## config.mk

```make
export PLATFORM = sky130hd
export DESIGN_NAME = ccc_apb_cfg_master
export DESIGN_NICKNAME = d
export VERILOG_FILES = /design/src/rtl/ccc_cfg_pkg.sv /design/src/rtl/ccc_lock_sync.sv /design/src/rtl/ccc_apb_cfg_master.sv
export SDC_FILE = /design/constraint.sdc
export NUM_CORES = 1
export LEC_CHECK = 0
export CORE_AREA = 10 10 81 83
export DETAILED_ROUTE_END_ITERATION = 8
export DIE_AREA = 0 0 91 93
export GPL_ROUTABILITY_DRIVEN = 0
export GPL_TIMING_DRIVEN = 0
export PLACE_DENSITY = 0.8
export SETUP_SLACK_MARGIN = 0.1
export SYNTH_ARGS = -nofsm -noshare
export SYNTH_HDL_FRONTEND = slang
export SYNTH_SLANG_ARGS = --single-unit
```

## constraint.sdc

```tcl
create_clock -name PCLK -period 3.9 [get_ports PCLK]
set_input_delay 0.39 -clock PCLK [delete_from_list [all_inputs] [get_ports PCLK]]
set_output_delay 0.39 -clock PCLK [all_outputs]
set_load 0.05 [all_outputs]
```

## src/rtl/ccc_cfg_pkg.sv

```systemverilog
// Shared definitions for the CCC APB configuration master: bus widths, the lock-drop
// window length and the controller state encoding.
package ccc_cfg_pkg;

    localparam int unsigned CCC_ADDR_W       = 6;
    localparam int unsigned CCC_DATA_W       = 8;
    localparam int unsigned LOCK_DROP_CYCLES = 8;
    localparam int unsigned DROP_CNT_W       = $clog2(LOCK_DROP_CYCLES);

    typedef enum logic [2:0] {
        StIdle,
        StWaitBusy,
        StSetup,
        StAccess,
        StLockWait,
        StResp
    } ccc_state_e;

endpackage

```

## src/rtl/ccc_lock_sync.sv

```systemverilog
// Multi-flop synchronizer bringing the CCC's asynchronous LOCK status into the PCLK domain.
module ccc_lock_sync #(
    parameter int unsigned SYNC_STAGES = 2
) (
    input  logic clk_i,
    input  logic rst_ni,
    input  logic lock_i,
    output logic lock_s_o
);

    logic [SYNC_STAGES-1:0] sync_q;

    always_ff @(posedge clk_i) begin
        if (!rst_ni) begin
            sync_q <= '0;
        end else begin
            sync_q <= {sync_q[SYNC_STAGES-2:0], lock_i};
        end
    end

    assign lock_s_o = sync_q[SYNC_STAGES-1];

endmodule

```

## src/rtl/ccc_apb_cfg_master.sv

```systemverilog
// Command-driven APB initiator for CCC configuration registers, with optional post-write
// re-lock wait. Define CCC_CFG_LOCK_TIMEOUT_EN to bound the lock wait by LOCK_TIMEOUT cycles.
module ccc_apb_cfg_master
    import ccc_cfg_pkg::*;
#(
    parameter int unsigned LOCK_TIMEOUT = 65535,
    parameter int unsigned SYNC_STAGES  = 2
) (
    input  logic                  PCLK,
    input  logic                  PRESET_N,
    input  logic                  cmd_valid,
    output logic                  cmd_ready,
    input  logic                  cmd_write,
    input  logic [CCC_ADDR_W-1:0] cmd_addr,
    input  logic [CCC_DATA_W-1:0] cmd_wdata,
    input  logic                  cmd_lockwait,
    output logic                  rsp_valid,
    output logic [CCC_DATA_W-1:0] rsp_rdata,
    output logic                  rsp_lock_ok,
    output logic                  rsp_timeout,
    output logic                  PSEL,
    output logic                  PENABLE,
    output logic                  PWRITE,
    output logic [CCC_ADDR_W-1:0] PADDR,
    output logic [CCC_DATA_W-1:0] PWDATA,
    input  logic [CCC_DATA_W-1:0] PRDATA,
    input  logic                  BUSY,
    input  logic                  LOCK
);

    localparam logic [DROP_CNT_W-1:0] DropLast = DROP_CNT_W'(LOCK_DROP_CYCLES - 1);

    ccc_state_e            state_q;
    logic                  write_q;
    logic                  lockwait_q;
    logic [CCC_ADDR_W-1:0] addr_q;
    logic [CCC_DATA_W-1:0] wdata_q;
    logic                  lock_armed_q;
    logic [DROP_CNT_W-1:0] drop_cnt_q;
    logic                  lock_s;
    logic                  tmo_hit;
    logic                  lock_done;

    ccc_lock_sync #(
        .SYNC_STAGES(SYNC_STAGES)
    ) u_lock_sync (
        .clk_i   (PCLK),
        .rst_ni  (PRESET_N),
        .lock_i  (LOCK),
        .lock_s_o(lock_s)
    );

    assign cmd_ready = (state_q == StIdle);
    // Lock is only honoured once the drop window has closed.
    assign lock_done = lock_armed_q && lock_s;

`ifdef CCC_CFG_LOCK_TIMEOUT_EN
    logic [15:0] tmo_cnt_q;
    logic        rsp_timeout_q;

    assign tmo_hit     = (tmo_cnt_q == 16'(LOCK_TIMEOUT - 1));
    assign rsp_timeout = rsp_timeout_q;

    always_ff @(posedge PCLK) begin
        if (!PRESET_N || state_q != StLockWait) begin
            tmo_cnt_q <= '0;
        end else if (!tmo_hit) begin
            tmo_cnt_q <= tmo_cnt_q + 16'd1;
        end
    end

    always_ff @(posedge PCLK) begin
        if (!PRESET_N) begin
            rsp_timeout_q <= 1'b0;
        end else if (state_q == StLockWait && !lock_done && tmo_hit) begin
            rsp_timeout_q <= 1'b1;
        end else if ((state_q == StAccess && !(write_q && lockwait_q)) ||
                     (state_q == StLockWait && lock_done)) begin
            rsp_timeout_q <= 1'b0;
        end
    end
`else
    logic unused_lock_timeout;

    assign tmo_hit             = 1'b0;
    assign rsp_timeout         = 1'b0;
    assign unused_lock_timeout = ^LOCK_TIMEOUT;
`endif

    always_ff @(posedge PCLK) begin
        if (!PRESET_N) begin
            state_q      <= StIdle;
            PSEL         <= 1'b0;
            PENABLE      <= 1'b0;
            PWRITE       <= 1'b0;
            PADDR        <= '0;
            PWDATA       <= '0;
            rsp_valid    <= 1'b0;
            rsp_rdata    <= '0;
            rsp_lock_ok  <= 1'b0;
            write_q      <= 1'b0;
            lockwait_q   <= 1'b0;
            addr_q       <= '0;
            wdata_q      <= '0;
            lock_armed_q <= 1'b0;
            drop_cnt_q   <= '0;
        end else begin
            rsp_valid <= 1'b0;
            case (state_q)
                StIdle: begin
                    if (cmd_valid) begin
                        write_q    <= cmd_write;
                        lockwait_q <= cmd_lockwait;
                        addr_q     <= cmd_addr;
                        wdata_q    <= cmd_wdata;
                        state_q    <= StWaitBusy;
                    end
                end
                StWaitBusy: begin
                    if (!BUSY) begin
                        state_q <= StSetup;
                        PSEL    <= 1'b1;
                        PADDR   <= addr_q;
                        PWRITE  <= write_q;
                        PWDATA  <= wdata_q;
                    end
                end
                StSetup: begin
                    state_q <= StAccess;
                    PENABLE <= 1'b1;
                end
                StAccess: begin
                    PSEL    <= 1'b0;
                    PENABLE <= 1'b0;
                    if (write_q && lockwait_q) begin
                        state_q      <= StLockWait;
                        lock_armed_q <= 1'b0;
                        drop_cnt_q   <= '0;
                    end else begin
                        state_q     <= StResp;
                        rsp_valid   <= 1'b1;
                        rsp_rdata   <= write_q ? '0 : PRDATA;
                        rsp_lock_ok <= 1'b0;
                    end
                end
                StLockWait: begin
                    if (lock_done || tmo_hit) begin
                        state_q     <= StResp;
                        rsp_valid   <= 1'b1;
                        rsp_rdata   <= '0;
                        rsp_lock_ok <= lock_done;
                    end else if (!lock_armed_q) begin
                        // Drop window: give the CCC time to deassert LOCK after the write.
                        if (!lock_s || drop_cnt_q == DropLast) begin
                            lock_armed_q <= 1'b1;
                        end else begin
                            drop_cnt_q <= drop_cnt_q + DROP_CNT_W'(1);
                        end
                    end
                end
                StResp: begin
                    state_q <= StIdle;
                end
                default: begin
                    state_q <= StIdle;
                end
            endcase
        end
    end

endmodule

```

==> results.md, run 1 <==
- In this run the worst path has a maximum fanout of 10.
- The die area is 8460 um2.
- STA classifies the critical path startpoint as a flop.
- Post-CTS repair changed the size of 0 cells.
- The clock-pin slew of the registers on the worst-case setup and hold paths is 0.09 ns.
- Leaving out fill and tap cells, the most frequent cells in the layout are 70 x sky130_fd_sc_hd__nand2_1, 56 x sky130_fd_sc_hd__clkdlybuf4s50_1, 52 x sky130_fd_sc_hd__dfxtp_1.
- The total setup buffers inserted after CTS is 0.
- The detailed-router iteration count before antenna repair is 4.
- Once the floorplan was initialized, standard cells occupied 41.1% of the core.
- The wire length of the first global-routing pass is 8040 um.
- The worst setup margin is 1.61 ns.
- After global routing the overflow that remains totals 0.
- The violation count after the first detailed-route iteration is 63.
- The setup path with the least slack is of type reg2out.
- The aggregate global-route resource usage is 11.5%.
- Dividing total power by cell area gives a power density of 375 nW/um2.
- The wire length per cell is 13.4 um.
- The final layout net count is 318.
- The flow ran to the end, and the final reports show no timing, DRC or antenna violations.
- The placement-stage worst setup slack is 1.77 ns.
- Setup violations remaining at the end of the flow were counted as 0.
- Setup total negative slack on the finished layout was measured at 0 ns.
- The die is 91 um wide.
- The arrival time of data at the critical path endpoint is 1.90 ns.
- The vertical die dimension is 93 um.
- The required arrival time at the worst endpoint is 3.51 ns.
- The fill cell instance count of the final layout is 482.
- The final critical path takes up 58.8% of the cycle.
- A synthesized cell averages 9.19 um2.
- In this run, synthesis produced a sequential element count of 52.
- The maximum buffer depth of the clock tree is 2.
- The per-cell via count in the routed design is 4.77.
- In this run the remaining antenna-violating nets after routing total 0.
- The utilization after layout is 55.9%.
- The detailed placer's ending HPWL is 3630 um.
- The leading register cell type out of synthesis is sky130_fd_sc_hd__dfxtp_1.
- The analysis attributes to cell leakage a power of 0.00101 uW.
- The count of maximum capacitance violations is 0.
- After synthesis, the share of flip-flops with an asynchronous set or reset is 0%.
- The most common cell after layout, fill and taps aside is sky130_fd_sc_hd__nand2_1.
- The top-level port count is 58.
- The DRC violations left is 0.
- Synthesis handed over a netlist of 224 instances.
- The placeable core area is 5010 um2.
- The final count of pins violating max slew came to 0.
- The yosys synthesis warning count is 0.
- The total routed wirelength is 4810 um.
- Between clock sinks in the finished design, the worst skew comes to 0.0143 ns.
- The finished cells cover 2800 um2.
- The area growth from synthesis to layout is 36.0%.
- Summing the sequential cell areas from Yosys gives 50.6% of the chip area.
- The clock sink count is 52.
- The clock root buffer is sky130_fd_sc_hd__clkbuf_8.
- For the worst flop-to-flop path, the logic depth is 5.
- The placed cell area is 2710 um2.
- The final-report hold violation count came to 0.
- Counting every net in the synthesized netlist gives 255.
- Synthesis instantiated 33 different standard cells from the library.
- During placement, the flow inserted port buffers numbering 56.
- In the final layout, flip-flops and latches occupy 1040 um2.
- The instance count along the most critical hold path is 1.
- The synthesized area is 2060 um2.
- Of the cells placed in the final design, the portion with a size suffix greater than 1 is 8.33%.
- The number of H-tree branching levels is 2.
- TritonCTS built the clock tree.
- The worst setup path is captured at an output port.
- For the pin with the worst max-slew slack, the measured transition is 0.584 ns.
- The number of buffers inserted by hold repair at cts is 0.
- The clock period minus final worst setup slack is 2.29 ns.
- Setup repair after global routing left no endpoint under its margin.
- The clock reaches the later pin of the worst-skew pair after 0.31 ns.
- Buffers inserted during clock tree synthesis total 5.
- The initialized floorplan defines 26 standard-cell rows.
- The number of global-route vias before repair is 1753.
- Yosys mapped a number of flops with a built-in enable equal to 0.
- The post-route non-filler standard cell count is 358.
- The repair_antennas step left the layout with diodes totalling 0.
- The count of vias placed by the detailed router is 1708.
- The initial antenna violation count is 0.
- Counting tap cells, the placed design contains a total of 350 instances.
- The path category of the worst min-delay check is reg2reg.
- Summing all multi-input logic gate instances after layout gives 946 um2.
- The largest net degree at the start of global routing is 19.
- The normalized max-slew margin is 61.0%.
- The maximum clock rate is 436 MHz.
- The worst-case IR drop observed on VDD is 0.000184 V.
critical path, cell delays in order (launching register included):
cell,delay (ns)
sky130_fd_sc_hd__dfxtp_1,0.39
sky130_fd_sc_hd__buf_2,0.20
sky130_fd_sc_hd__nor3_1,0.18
sky130_fd_sc_hd__clkdlybuf4s50_1,0.83
cell families (layout without fill, tap and decap cells):
logic type               after synthesis  in the layout  share of synthesized area [%]
adder cells (fa/ha/maj)                2              2                           1.22
AO/OA/AOI/OAI                         55             55                           20.7
buffers and inverters                 15             79                           3.47
other                                  1              1                          0.182
flip-flops                            52             52                           50.6
AND/OR/NAND/NOR                       98             98                           23.4
multiplexers                           1              1                          0.486
synthesized netlist by cell type (2+ instances only):
master / count / area (um2)
sky130_fd_sc_hd__nand2b_1: 4 / 25.0
sky130_fd_sc_hd__and2_1: 4 / 25.0
sky130_fd_sc_hd__o21ai_0: 2 / 10.0
sky130_fd_sc_hd__nor2_1: 3 / 11.3
sky130_fd_sc_hd__o211a_1: 2 / 20.0
sky130_fd_sc_hd__dfxtp_1: 52 / 1040
sky130_fd_sc_hd__or4b_1: 2 / 20.0
sky130_fd_sc_hd__or3b_2: 2 / 17.5
sky130_fd_sc_hd__a21boi_0: 20 / 150
sky130_fd_sc_hd__buf_2: 6 / 30.0
sky130_fd_sc_hd__buf_4: 2 / 15.0
sky130_fd_sc_hd__clkbuf_1: 7 / 26.3
sky130_fd_sc_hd__a21boi_1: 14 / 105
sky130_fd_sc_hd__nand2_1: 70 / 263
sky130_fd_sc_hd__o22ai_1: 6 / 37.5
sky130_fd_sc_hd__a22o_1: 8 / 70.1
sky130_fd_sc_hd__ha_1: 2 / 25.0
sky130_fd_sc_hd__nor3b_1: 3 / 22.5
power breakdown:
part | internal [uW] | switching [uW] | total, uW
registers | 553 | 14.0 | 567
clock network | 131 | 187 | 318
logic | 74.8 | 90.3 | 165
total | 759 | 291 | 1050
metrics by stage:
stage | power, uW | hold slack, ns
floorplan | 679 | 0.412
global placement | 744 | 0.418
detailed placement | 747 | 0.426
CTS | 1060 | 0.448
global route | 1100 | 0.459
finish | 1050 | 0.447
registers in the layout, indices dropped and copies added, names as in the netlist, 2 cells and up:
register / flops
PWDATA: 8
drop_cnt_q: 3
wdata_q: 8
state_q: 3
u_lock_sync.sync_q: 2
rsp_rdata: 8
addr_q: 6
PADDR: 6
layer usage:
layer	vias up	GRT usage (%)	wire length, um
met2	41	19.7	2170
met5	-	0	0
li1	888	-	-
met1	774	12.6	2230
met3	5	4.56	330
met4	0	4.70	75
final timing paths:
| path | slack, ns | to | from |
|---|---|---|---|
| setup / recovery | 1.61 | cmd_ready | state_q[1]$_SDFFE_PN0P_ |
| hold / removal | 0.45 | u_lock_sync.sync_q[1]$_SDFF_PN0_ | u_lock_sync.sync_q[0]$_SDFF_PN0_ |
| setup reg to reg | 2.21 | drop_cnt_q[1]$_SDFFE_PN0P_ | drop_cnt_q[0]$_SDFFE_PN0P_ |
| hold reg to reg | 0.45 | u_lock_sync.sync_q[1]$_SDFF_PN0_ | u_lock_sync.sync_q[0]$_SDFF_PN0_ |
final cells by class:
| type | count | share of cell area [%] |
|---|---|---|
| Buffer | 15 | 2.55 |
| Clock buffer | 5 | 2.46 |
| Clock inverter | 3 | 0.894 |
| Multi-Input combinational cell | 157 | 33.8 |
| Sequential cell | 52 | 37.2 |
| Tap cell | 70 | 3.13 |
| Timing Repair Buffer | 56 | 20.0 |
Power figures use the tool's default switching activity.
==> inputs of run 2 (changes only) <==
--- a/config.mk
+++ b/config.mk
@@ -5,12 +5,12 @@
 export SDC_FILE = /design/constraint.sdc
 export NUM_CORES = 1
 export LEC_CHECK = 0
-export CORE_AREA = 10 10 81 83
+export CORE_AREA = 10 10 82 84
 export DETAILED_ROUTE_END_ITERATION = 8
-export DIE_AREA = 0 0 91 93
+export DIE_AREA = 0 0 92 94
 export GPL_ROUTABILITY_DRIVEN = 0
 export GPL_TIMING_DRIVEN = 0
-export PLACE_DENSITY = 0.8
+export PLACE_DENSITY = 0.81
 export SETUP_SLACK_MARGIN = 0.1
 export SYNTH_ARGS = -nofsm -noshare
 export SYNTH_HDL_FRONTEND = slang
==> constraint.sdc (replaced) <==
create_clock -name PCLK -period 2.05 [get_ports PCLK]
set_input_delay 0.205 -clock PCLK [delete_from_list [all_inputs] [get_ports PCLK]]
set_output_delay 0.205 -clock PCLK [all_outputs]
set_load 0.05 [all_outputs]
==> run 2 against run 1 <==
Clock power increased by 84%. Final cell count unchanged. Wire length decreased by 1.5%. Global-route usage decreased by 0.61 points. First-iteration DRC count decreased by 35%. Flip-flop and latch count unchanged. Setup slack got worse by 1.4 ns. Worst hold slack got worse by 0.0066 ns. Combinational power increased by 88%. Sequential share of layout area about the same. Register-to-register slack got worse by 1.9 ns.
==> results.md, run 2 (synthesis results as in run 1) <==
- The vertical die dimension is 94 um (+1.1%).
- The largest clock skew in the final design is 0.00740 ns (-0.00693 ns).
- The final-report hold violation count was 0 (unchanged).
- The normalized max-slew margin is 61.8% (+0.86 points).
- The most common cell after layout, fill and taps aside is sky130_fd_sc_hd__nand2_1.
- The number of antenna-violating nets in the routed design is 0 (unchanged).
- The clock-pin slew of the registers on the worst-case setup and hold paths is 0.09 ns (about the same).
- The peak fanout along the critical path is 10 (unchanged).
- The total routed wirelength is 4730 um (-1.5%).
- The count of vias placed by the detailed router is 1710 (+0.12%).
- The arrival time of data at the critical path endpoint came to 1.59 ns (-0.31 ns).
- The count of maximum capacitance violations is 0 (unchanged).
- The post-route fraction of the period consumed by the critical path is 87.5%.
- The wire length of the first global-routing pass is 7820 um (-2.7%).
- The setup slack on the worst flop-to-flop path is 0.35 ns (-1.86 ns).
- In the final layout, the registers with the most flip-flops are PWDATA (8), rsp_rdata (8), wdata_q (8).
- The final sum of negative setup slack is 0 ns (unchanged).
- The area overhead of the layout relative to synthesis came to 35.9% (about the same).
- The number of global-route vias before repair is 1701 (-3.0%).
- The final count of pins violating max slew is 0 (unchanged).
- The worst setup path is captured at an output port.
- The DRC violations left is 0 (unchanged).
- The worst setup path is launched from a flop.
- The latest clock arrival within the worst-skew pair came to 0.30 ns (about the same).
- The detailed placer's ending HPWL came to 3670 um (+1.2%).
- The top-level port count is 58 (unchanged).
- The pin slew with the least headroom to its limit is 0.571 ns (-0.0129 ns).
- The number of buffers inserted by hold repair at cts is 0 (unchanged).
- The worst hold path belongs to the class reg2reg.
- Leaving out fill and tap cells, the most frequent cells in the layout are 70 x sky130_fd_sc_hd__nand2_1, 55 x sky130_fd_sc_hd__clkdlybuf4s50_1, 52 x sky130_fd_sc_hd__dfxtp_1.
- The aggregate global-route resource usage was 10.9% (-0.61 points).
- The number of diodes added for antenna fixing was 0 (unchanged).
- The width of the chip came to 92 um (+1.1%).
- The required arrival time at the worst endpoint is 1.85 ns (-1.66 ns).
- The run finished with clean final reports.
- The number of buffers created by CTS is 5 (unchanged).
- The utilization after layout is 55.1% (-0.77 points).
- The clock period minus final worst setup slack is 1.79 ns.
- Setup repair after global routing left no endpoint under its margin.
- The capturing element of the worst setup path is cmd_ready.
- The wire length per cell is 13.2 um (-1.5%).
- The clock sink count is 52 (unchanged).
- The effective utilization at floorplan came to 40.6% (-0.53 points).
- The clock root buffer is sky130_fd_sc_hd__clkbuf_8.
- The startpoint identified for the worst hold timing path is u_lock_sync.sync_q[0]$_SDFF_PN0_.
- The die area is 8650 um2 (+2.2%).
- The placeable core area was 5070 um2 (+1.3%).
- The maximum clock rate is 557 MHz.
- The number of cell rows is 26 (unchanged).
- The leakage power total came to 0.00101 uW (+0.62%).
- The total setup violations reported at the end of the flow is 0 (unchanged).
- The power per standard cell area is 706 nW/um2 (+88%).
- The share of cells above drive strength 1 is 8.33% (unchanged).
- The critical path in this run is classified as reg2out.
- The worst voltage drop across the vdd grid is 0.000356 V (+94%).
- The maximum buffer depth of the clock tree came to 2 (unchanged).
- The violation count after the first detailed-route iteration is 41 (-35%).
- The number of H-tree branching levels is 2 (unchanged).
- The worst reg2reg path depth is 5 (unchanged).
- The reg-to-reg endpoint is drop_cnt_q[0]$_SDFFE_PN0P_.
- The largest net degree at the start of global routing was 16 (-3).
- The origin of the worst setup path is state_q[1]$_SDFFE_PN0P_.
- The worst flop-to-flop path startpoint is drop_cnt_q[0]$_SDFFE_PN0P_.
- The per-cell via count in the routed design came to 4.78 (+0.12%).
- The clock tree from TritonCTS is yes.
- The leftover overflow at the end of global routing is 0 (unchanged).
- The number of buffer cells added on primary ports is 56 (unchanged).
- The detailed-router iteration count before antenna repair is 4 (unchanged).
- The final layout net count was 318 (unchanged).
- The initial antenna violation count was 0 (unchanged).
## run 2: stage by stage
| step | hold WS, ns | power (uW) | setup slack (ns) | instances | cell area [um2] |
|---|---|---|---|---|---|
| final | 0.440 | 1970 | 0.256 | 358 | 2800 |
| after global routing | 0.453 | 2070 | 0.156 | 358 | 2800 |
| after CTS | 0.442 | 2000 | 0.230 | 358 | 2800 |
| after detailed placement | 0.425 | 1420 | 0.121 | 350 | 2710 |
| after global placement | 0.418 | 1410 | 0.147 | 350 | 2710 |
| after floorplan | 0.330 | 1290 | 0.230 | 224 | 2060 |
## run 2: repair_timing
| item | in CTS | in global routing |
|---|---|---|
| setup buffers | 0 | 0 |
| endpoints found under the setup margin | 1 | 0 |
| gates resized for setup | 1 | 0 |
## run 2: worst min-delay path by stage
stage	endpoint	slack (ns)	cells past startpoint
after global routing	wdata_q[3]$_SDFFE_PN0P_	0.45	3
after detailed placement	u_lock_sync.sync_q[1]$_SDFF_PN0_	0.43	1
after CTS	wdata_q[6]$_SDFFE_PN0P_	0.44	3
after global placement	u_lock_sync.sync_q[1]$_SDFF_PN0_	0.42	1
final	u_lock_sync.sync_q[1]$_SDFF_PN0_	0.44	1
after floorplan	rsp_rdata[0]$_SDFFE_PN0P_	0.33	1
## run 2: per-layer routing
metal  vias up  wire length [um]  GRT usage [%]  part of all wire (%)
li1        880                 -              -                     -
met1       782              2220           13.0                    47
met4         0                55           3.34                   1.2
met5         -                 0              0                     0
met3         4               283           4.08                   6.0
met2        44              2170           17.9                    46
## run 2: power breakdown
part	switching, uW	internal [uW]	total (uW)
sequential	27.3	1050	1080
clock	314	270	584
combinational	171	140	311
## run 2: worst max-delay path, stage by stage, from the launching register on
cell	delay (ns)
sky130_fd_sc_hd__dfxtp_1	0.38
sky130_fd_sc_hd__buf_2	0.20
sky130_fd_sc_hd__nor3_1	0.17
sky130_fd_sc_hd__dlygate4sd2_1	0.55
## run 2: layout make-up
| class | count | area, um2 |
|---|---|---|
| fillers | 486 | 2280 |
| clock buffers | 6 | 82.6 |
| clock inverters | 2 | 10.0 |
| multi-input cells | 157 | 946 |
| flip-flops and latches | 52 | 1040 |
| plain buffers | 15 | 71.3 |
| well taps | 70 | 87.6 |
| repair buffers | 56 | 559 |
